$ cat src/rtl/osnt_sume_axi_sim_slave.sv
// AXI4-Lite register-bank responder with independent single-outstanding write and read channels.
// Optional macro AXI_SLAVE_WAIT_EN inserts WAIT_CYCLES of ready delay on both channels.
module osnt_sume_axi_sim_slave #(
   parameter int unsigned                  C_S_AXI_DATA_WIDTH = 32,
   parameter int unsigned                  C_S_AXI_ADDR_WIDTH = 32,
   parameter logic [C_S_AXI_ADDR_WIDTH-1:0] C_BASEADDR        = '0,
   parameter int unsigned                  NUM_REGS           = 16,
   parameter int unsigned                  WAIT_CYCLES        = 2
) (
   input  logic                              S_AXI_ACLK,
   input  logic                              S_AXI_ARESET,
   input  logic [C_S_AXI_ADDR_WIDTH-1:0]     S_AXI_AWADDR,
   input  logic                              S_AXI_AWVALID,
   output logic                              S_AXI_AWREADY,
   input  logic [C_S_AXI_DATA_WIDTH-1:0]     S_AXI_WDATA,
   input  logic [C_S_AXI_DATA_WIDTH/8-1:0]   S_AXI_WSTRB,
   input  logic                              S_AXI_WVALID,
   output logic                              S_AXI_WREADY,
   output logic [1:0]                        S_AXI_BRESP,
   output logic                              S_AXI_BVALID,
   input  logic                              S_AXI_BREADY,
   input  logic [C_S_AXI_ADDR_WIDTH-1:0]     S_AXI_ARADDR,
   input  logic                              S_AXI_ARVALID,
   output logic                              S_AXI_ARREADY,
   output logic [C_S_AXI_DATA_WIDTH-1:0]     S_AXI_RDATA,
   output logic [1:0]                        S_AXI_RRESP,
   output logic                              S_AXI_RVALID,
   input  logic                              S_AXI_RREADY,
   output logic [NUM_REGS*32-1:0]            reg_out,
   output logic [NUM_REGS-1:0]               reg_wr_pulse
);

   localparam int unsigned AW    = C_S_AXI_ADDR_WIDTH;
   localparam int unsigned DW    = C_S_AXI_DATA_WIDTH;
   localparam int unsigned SW    = C_S_AXI_DATA_WIDTH / 8;
   localparam int unsigned IDX_W = $clog2(NUM_REGS);
   localparam logic [1:0]  RESP_OKAY   = 2'b00;
   localparam logic [1:0]  RESP_SLVERR = 2'b10;

`ifdef AXI_SLAVE_WAIT_EN
   localparam int unsigned WAIT_LEN = WAIT_CYCLES;
   localparam int unsigned CNT_W    = (WAIT_CYCLES > 0) ? $clog2(WAIT_CYCLES + 1) : 1;
`else
   // Wait insertion compiled out: behave exactly like a zero-length wait.
   localparam int unsigned WAIT_LEN = 0 * WAIT_CYCLES;
`endif

   typedef enum logic [1:0] {W_IDLE, W_WAIT, W_ACK, W_RESP} wstate_t;
   typedef enum logic [1:0] {R_IDLE, R_WAIT, R_ACK, R_DATA} rstate_t;

   wstate_t r_wstate, w_wstate_nxt;
   rstate_t r_rstate, w_rstate_nxt;

   logic [DW-1:0]       r_regs [NUM_REGS];
   logic                r_wready;
   logic                r_bvalid;
   logic [1:0]          r_bresp;
   logic                r_arready;
   logic                r_rvalid;
   logic [1:0]          r_rresp;
   logic [DW-1:0]       r_rdata;
   logic [NUM_REGS-1:0] r_wr_pulse;

   logic [AW-1:0]    w_woff, w_roff;
   logic             w_whit, w_rhit;
   logic [IDX_W-1:0] w_widx, w_ridx;

   // Address decode for both channels; low two address bits are don't-care.
   assign w_woff = S_AXI_AWADDR - C_BASEADDR;
   assign w_roff = S_AXI_ARADDR - C_BASEADDR;
   assign w_whit = (S_AXI_AWADDR >= C_BASEADDR) && (w_woff < AW'(4 * NUM_REGS));
   assign w_rhit = (S_AXI_ARADDR >= C_BASEADDR) && (w_roff < AW'(4 * NUM_REGS));
   assign w_widx = w_woff[IDX_W+1:2];
   assign w_ridx = w_roff[IDX_W+1:2];

`ifdef AXI_SLAVE_WAIT_EN
   logic [CNT_W-1:0] r_wcnt, r_rcnt;

   always_ff @(posedge S_AXI_ACLK or posedge S_AXI_ARESET) begin
      if (S_AXI_ARESET) begin
         r_wcnt <= '0;
         r_rcnt <= '0;
      end else begin
         r_wcnt <= (r_wstate == W_WAIT) ? r_wcnt + CNT_W'(1) : '0;
         r_rcnt <= (r_rstate == R_WAIT) ? r_rcnt + CNT_W'(1) : '0;
      end
   end
`endif

   always_ff @(posedge S_AXI_ACLK or posedge S_AXI_ARESET) begin
      if (S_AXI_ARESET) begin
         r_wstate <= W_IDLE;
         r_rstate <= R_IDLE;
      end else begin
         r_wstate <= w_wstate_nxt;
         r_rstate <= w_rstate_nxt;
      end
   end

   always_comb begin
      w_wstate_nxt = r_wstate;
      case (r_wstate)
         W_IDLE: if (S_AXI_AWVALID && S_AXI_WVALID)
                    w_wstate_nxt = (WAIT_LEN != 0) ? W_WAIT : W_ACK;
`ifdef AXI_SLAVE_WAIT_EN
         W_WAIT: if (r_wcnt == CNT_W'(WAIT_LEN - 1)) w_wstate_nxt = W_ACK;
`endif
         W_ACK:  w_wstate_nxt = W_RESP;
         W_RESP: if (S_AXI_BREADY) w_wstate_nxt = W_IDLE;
         default: w_wstate_nxt = W_IDLE;
      endcase
   end

   always_comb begin
      w_rstate_nxt = r_rstate;
      case (r_rstate)
         R_IDLE: if (S_AXI_ARVALID)
                    w_rstate_nxt = (WAIT_LEN != 0) ? R_WAIT : R_ACK;
`ifdef AXI_SLAVE_WAIT_EN
         R_WAIT: if (r_rcnt == CNT_W'(WAIT_LEN - 1)) w_rstate_nxt = R_ACK;
`endif
         R_ACK:  w_rstate_nxt = R_DATA;
         R_DATA: if (S_AXI_RREADY) w_rstate_nxt = R_IDLE;
         default: w_rstate_nxt = R_IDLE;
      endcase
   end

   // Handshake outputs are registered copies of the upcoming state.
   always_ff @(posedge S_AXI_ACLK or posedge S_AXI_ARESET) begin
      if (S_AXI_ARESET) begin
         r_wready  <= 1'b0;
         r_bvalid  <= 1'b0;
         r_arready <= 1'b0;
         r_rvalid  <= 1'b0;
      end else begin
         r_wready  <= (w_wstate_nxt == W_ACK);
         r_bvalid  <= (w_wstate_nxt == W_RESP);
         r_arready <= (w_rstate_nxt == R_ACK);
         r_rvalid  <= (w_rstate_nxt == R_DATA);
      end
   end

   always_ff @(posedge S_AXI_ACLK or posedge S_AXI_ARESET) begin
      if (S_AXI_ARESET) begin
         r_bresp    <= RESP_OKAY;
         r_wr_pulse <= '0;
         for (int i = 0; i < NUM_REGS; i++) r_regs[i] <= '0;
      end else begin
         r_wr_pulse <= '0;
         if (r_wstate == W_ACK) begin
            r_bresp <= w_whit ? RESP_OKAY : RESP_SLVERR;
            if (w_whit) begin
               r_wr_pulse[w_widx] <= 1'b1;
               for (int b = 0; b < SW; b++)
                  if (S_AXI_WSTRB[b]) r_regs[w_widx][8*b +: 8] <= S_AXI_WDATA[8*b +: 8];
            end
         end
      end
   end

   // Read data sampled from the pre-write contents when both channels close together.
   always_ff @(posedge S_AXI_ACLK or posedge S_AXI_ARESET) begin
      if (S_AXI_ARESET) begin
         r_rdata <= '0;
         r_rresp <= RESP_OKAY;
      end else if (r_rstate == R_ACK) begin
         r_rdata <= w_rhit ? r_regs[w_ridx] : '0;
         r_rresp <= w_rhit ? RESP_OKAY : RESP_SLVERR;
      end
   end

   for (genvar g = 0; g < NUM_REGS; g++) begin : g_flat
      assign reg_out[32*g +: 32] = r_regs[g];
   end

   assign S_AXI_AWREADY = r_wready;
   assign S_AXI_WREADY  = r_wready;
   assign S_AXI_BVALID  = r_bvalid;
   assign S_AXI_BRESP   = r_bresp;
   assign S_AXI_ARREADY = r_arready;
   assign S_AXI_RVALID  = r_rvalid;
   assign S_AXI_RRESP   = r_rresp;
   assign S_AXI_RDATA   = r_rdata;
   assign reg_wr_pulse  = r_wr_pulse;

endmodule

$ cat config.mk
export PLATFORM = sky130hd
export DESIGN_NAME = osnt_sume_axi_sim_slave
export DESIGN_NICKNAME = d
export VERILOG_FILES = /design/src/rtl/osnt_sume_axi_sim_slave.sv
export SDC_FILE = /design/constraint.sdc
export NUM_CORES = 1
export LEC_CHECK = 0
export ABC_AREA = 1
export CORE_MARGIN = 2
export CORE_UTILIZATION = 32
export CTS_BUF_LIST = sky130_fd_sc_hd__clkbuf_16
export DETAILED_ROUTE_END_ITERATION = 10
export GPL_TIMING_DRIVEN = 0
export SYNTH_ARGS = -nofsm -noshare
export SYNTH_HDL_FRONTEND = slang
export SYNTH_SLANG_ARGS = --single-unit
export TNS_END_PERCENT = 30
$ cat constraint.sdc
create_clock -name S_AXI_ACLK -period 21.2 [get_ports S_AXI_ACLK]
set_clock_uncertainty 0.2 [all_clocks]
set_input_delay 4.24 -clock S_AXI_ACLK [delete_from_list [all_inputs] [get_ports S_AXI_ACLK]]
set_output_delay 4.24 -clock S_AXI_ACLK [all_outputs]
set_load 0.01 [all_outputs]
==> out/metrics.yaml, run 1 <==
status: "finished, final reports clean"
cts_resized: 0
synth_common_cells: "nand2_1, inv_1, dfrtp_1"
dp_worst_setup_slack_ps: 13550
fin_crit_sh_pct: 34.1
endpoint: "S_AXI_RDATA[12]$_DFFE_PP0P_"
antenna_found_initial: 9
hold_viol: 0
grt_use_total_pct: 33.2
syn_to_final_growth_pct: 33.2
drc: 0
via_per_inst: 5.40
cts_setup_buffers: 0
synth_top_area_cell: "dfrtp_1"
cts_buffers: 69
cts_sinks: 570
fin_ws_ps: 13970
drt-pass1-iter-count: 6
cp_top_family: "buffers and inverters"
setup.worst_path.start: "S_AXI_ARADDR[4]"
dieWidth_um: 318
regArea_um2: 14300
start_util_pct: 32.2
yosysUniqueCellTypes: 26
syn-cell-area_um2: 31500
cp-end-kind: "flop"
ios: 676
grt_max_degree: 120
rrSetupSlack_ps: 17660
fmax_mhz: 138
grt_remaining_overflow: 0
cp_data_arrival_time_ps: 7590
grt_pass1_vias: 32300
max_slew.worst_pin.slew_ps: 1480
routed_wl_um: 173000
ys_seq_elements: 570
drv_cap: 0
synth_warnings: 0
finalMaxSlewViolations: 0
rsz0062_at_grt: "false"
leakage_nw: 20.0
post_route_cells_drive_above_1_share_pct: 4.68
worstSetupPathDepth: 7
cp_num_buf_inv: 3
path_common_cell: "nand3_1"
syn_avg_cell_area_um2: 7.22
place_area_um2: 39800
postRouteAntennaNets: 0
required_ps: 21560
cts_tree: "yes"
slew_headroom_pct: 1.40
drt_iter0_markers: 4430
multiInputGateArea_um2: 12700
yosysMostFrequentCell: "nand2_1"
n_fill_cell: 10100
ys_seq_area_share_pct: 45.3
h-tree-depth: 3
hold_buffers: 0
ir_worst_vdd_uv: 44.6
path_cells: "clkdlybuf4s50_1, clkbuf_1, clkbuf_1, nand3_1, nand3_1, nand3_1, nand2_1"
die_h_um: 318
clock_latency_ps: 640
reg2reg_depth: 8
slowest_stage: "clkbuf_1"
synth_top_area_share_pct: 45.3
p_per_area_nw_per_um2: 61.3
crit_type: "input pin to flop"
ys_top_cells_by_area: "dfrtp_1, nand2_1, inv_1"
grt_pass1_wl_um: 242000
async_flop_share_pct: 100
io_buffers: 655
avgRoutedWirePerCell_um: 26.9
crit_fanout: 10
routed-via-count: 34800
ys.flop_type: "dfrtp_1"
syn_inst: 4365
finalNetCount: 5204
clk_pin_slew_ps: 60
hpwl_um: 133000
hold_class: "flop to flop"
rows: 115
rr_startpoint: "r_rstate[0]$_DFF_PP0_"
start_kind: "input pin"
synth_edf_count: 0
fp.dieArea_um2: 101000
cts-root-buf: "clkbuf_16"
slowest_delay_ps: 840
core_area_um2: 98000
fin_hold_ws_ps: 273
final_area_um2: 42000
r2r_end: "S_AXI_RDATA[30]$_DFFE_PP0P_"
utilization_pct: 42.8
clk_path_buf_depth: 3
setup_violations: 0
gp_congestion: 0.984
min_period_ps: 7230
[routing by layer]
metal	global-route usage [%]	share of wire, %	vias to the layer above
met5	0	0	-
met4	18.9	6.6	0
met3	8.52	11	452
met2	50.0	43	2097
met1	43.2	39	16900
li1	-	-	15300
[flip-flops by register name, summed over array words and instances (netlist names)]
register       count
r_rstate           2
reg_out          512
S_AXI_AWREADY      1
r_wstate           2
reg_wr_pulse      16
S_AXI_RVALID       1
S_AXI_ARREADY      1
S_AXI_BVALID       1
S_AXI_BRESP        1
S_AXI_RRESP        1
S_AXI_RDATA       32
[report_power, final]
part | internal (mW) | total [mW] | switching [mW]
Sequential | 1.09 | 1.10 | 0.00493
Clock | 0.662 | 1.18 | 0.519
Combinational | 0.0603 | 0.292 | 0.232
[cell usage in the layout, fill, tap and decap left out, types with 5 or more instances in the layout]
cell,count
clkinv_1,30
buf_4,36
buf_2,40
a21oi_1,171
diode_2,6
buf_1,36
clkbuf_1,212
bufinv_16,5
clkdlybuf4s50_1,655
clkbuf_16,70
nand3_2,7
dfrtp_1,570
nor2_1,81
nand3_1,462
nand3_4,40
nand2_1,1176
o21ai_0,289
buf_16,5
buf_6,5
nand4_1,386
inv_1,821
inv_6,5
o21ai_1,8
clkinv_2,16
[area by class of cell]
| class | count | share of cell area, % |
|---|---|---|
| Antenna cell | 6 | 0.0358 |
| Buffer | 329 | 3.47 |
| Clock buffer | 70 | 4.17 |
| Clock inverter | 53 | 0.933 |
| Inverter | 831 | 7.45 |
| Multi-Input combinational cell | 2636 | 30.2 |
| Sequential cell | 570 | 34.0 |
| Tap cell | 1287 | 3.84 |
| Timing Repair Buffer | 660 | 15.9 |
[how the worst min path moves through the flow]
| stage | endpoint | start | depth (start not counted) |
|---|---|---|---|
| 2_1_floorplan | S_AXI_AWREADY$_DFF_PP0_ | r_wstate[1]$_DFF_PP0_ | 1 |
| 3_3_place_gp | S_AXI_AWREADY$_DFF_PP0_ | r_wstate[1]$_DFF_PP0_ | 1 |
| 3_5_place_dp | S_AXI_AWREADY$_DFF_PP0_ | r_wstate[1]$_DFF_PP0_ | 1 |
| 4_1_cts | S_AXI_AWREADY$_DFF_PP0_ | r_wstate[1]$_DFF_PP0_ | 1 |
| 5_1_grt | S_AXI_RDATA[7]$_DFFE_PP0P_ | S_AXI_RDATA[7]$_DFFE_PP0P_ | 2 |
| 6_report | S_AXI_AWREADY$_DFF_PP0_ | r_wstate[1]$_DFF_PP0_ | 1 |
[through the flow]
step / TNS, ps / instances / total power, mW
2_1_floorplan: 0 / 4366 / 1.25
3_3_place_gp: -4253120 / 6308 / 1.40
3_5_place_dp: 0 / 6313 / 1.40
4_1_cts: 0 / 6436 / 2.57
5_1_grt: 0 / 6442 / 2.63
6_report: 0 / 6442 / 2.57
[cells by family after synthesis]
kind of cell	count (synthesis)	synth area share, %
simple gates	2166	32.8
buf+inv	1160	14.5
flops	570	45.3
compound gates	468	7.43
other cells	1	0.0119
[worst reg2reg max path: stages, from the launching register on]
cell,delay [ps]
dfrtp_1,400
inv_1,80
nand2_1,330
nor2_1,230
nand4_1,130
nor2_2,760
clkbuf_1,830
nand3_1,350
nand2_1,130
No activity file was read; power rests on OpenSTA's default activity.
==> run 2, diff against run 1 <==
==> constraint.sdc (replaced) <==
create_clock -name S_AXI_ACLK -period 6.6 [get_ports S_AXI_ACLK]
set_clock_uncertainty 0.2 [all_clocks]
set_input_delay 1.32 -clock S_AXI_ACLK [delete_from_list [all_inputs] [get_ports S_AXI_ACLK]]
set_output_delay 1.32 -clock S_AXI_ACLK [all_outputs]
set_load 0.01 [all_outputs]
==> out/metrics.yaml, run 2 (synthesized netlist as in run 1, its figures left out) <==
postRouteAntennaNets: 0
clk_pin_slew_ps: 60
n_fill_cell: 10100
antenna_found_initial: 10
largest_reg_flops: 512
slew_headroom_pct: 2.12
dieWidth_um: 318
finalNetCount: 5218
fin_crit_sh_pct: 66.2
cp_data_arrival_time_ps: 4680
utilization_pct: 43.1
gp_congestion: 0.971
drv_cap: 0
place_area_um2: 40000
via_per_inst: 5.38
hpwl_um: 135000
layout_common_cells: "nand2_1, inv_1, clkdlybuf4s50_1"
cts-root-buf: "clkbuf_16"
grt_pass1_wl_um: 242000
drt_iter0_markers: 4155
fin_ws_ps: 2230
totalPowerFinal_mw: 8.36
core_area_um2: 98000
cts_tree: "yes"
syn_to_final_growth_pct: 34.0
max_slew.worst_pin.slew_ps: 1470
grt_remaining_overflow: 0
drt-pass1-iter-count: 6
required_ps: 6910
dp_worst_setup_slack_ps: 1850
cts_sinks: 570
crit_fanout: 10
start_kind: "input pin"
grt_use_total_pct: 33.2
hold_buffers: 0
leakage_nw: 20.2
setup_violations: 0
layoutNonFillerInstCount: 6450
ir_worst_vdd_uv: 187
use_met1_pct: 43.2
rsz0062_at_grt: "false"
cts_setup_buffers: 0
final_area_um2: 42200
hold_class: "flop to flop"
place_inst: 6325
crit_type: "input pin to flop"
hold_viol: 0
fp.dieArea_um2: 101000
cts_resized: 0
grt_max_degree: 41
clock_latency_ps: 650
p_per_area_nw_per_um2: 198
avgRoutedWirePerCell_um: 26.8
grt_pass1_vias: 32400
cts_buffers: 71
routed-via-count: 34700
multiInputGateArea_um2: 12700
drc: 0
cp-end-kind: "flop"
fin_hold_ws_ps: 274
finalMaxSlewViolations: 0
ios: 676
regArea_um2: 14300
clk_path_buf_depth: 3
die_h_um: 318
grtUsageMet3_pct: 8.53
grt_busiest_layer: "met2"
rows: 115
post_route_cells_drive_above_1_share_pct: 4.82
fin_setup_tns_ps: 0
min_path_cells: 1
grtUsageMet2_pct: 50.1
mostFrequentLayoutCell: "nand2_1"
routed_wl_um: 173000
h-tree-depth: 3
status: "finished, final reports clean"
fmax_mhz: 229
reg2reg_depth: 9
io_buffers: 655
min_period_ps: 4370
start_util_pct: 32.2
-- run 2: per-layer routing --
metal  part of all wire [%]  vias up
li1                       -    15400
met1                     40    16800
met2                     43     2093
met3                     11      439
met4                    6.6        4
met5                  0.013        -
-- run 2: power by group --
group          internal (mW)  switching (mW)
Combinational          0.205           0.738
Clock                   2.22            1.67
Sequential              3.52          0.0154
-- run 2: worst paths after layout --
check / startpoint / slack [ps] / to
max: S_AXI_ARADDR[3] / 2230 / S_AXI_RDATA[12]$_DFFE_PP0P_
min: r_wstate[1]$_DFF_PP0_ / 270 / S_AXI_AWREADY$_DFF_PP0_
max reg2reg: r_rstate[0]$_DFF_PP0_ / 3400 / S_AXI_RDATA[11]$_DFFE_PP0P_
min reg2reg: r_wstate[1]$_DFF_PP0_ / 270 / S_AXI_AWREADY$_DFF_PP0_
max in group asynchronous: S_AXI_ARESET / 3190 / reg_out[172]$_DFFE_PP0P_
min in group asynchronous: S_AXI_ARESET / 990 / reg_out[473]$_DFFE_PP0P_
-- run 2: final cells by class --
cell class                 instances  share of cell area [%]
sequential                       570                    33.8
multi-input combinational       2636                    30.0
antenna                            2                  0.0119
inverter                         831                    7.40
tap                             1287                    3.81
clock inverter                    49                   0.856
clock buffer                      74                    4.39
timing repair buffer             672                    16.3
buffer                           329                    3.45
-- run 2: worst max-delay path: stages --
cell	delay, ps
buf_2	440
clkbuf_1	890
buf_1	830
nand3_1	140
nand3_1	210
nand3_1	390
nand3_1	310
nand2_1	90
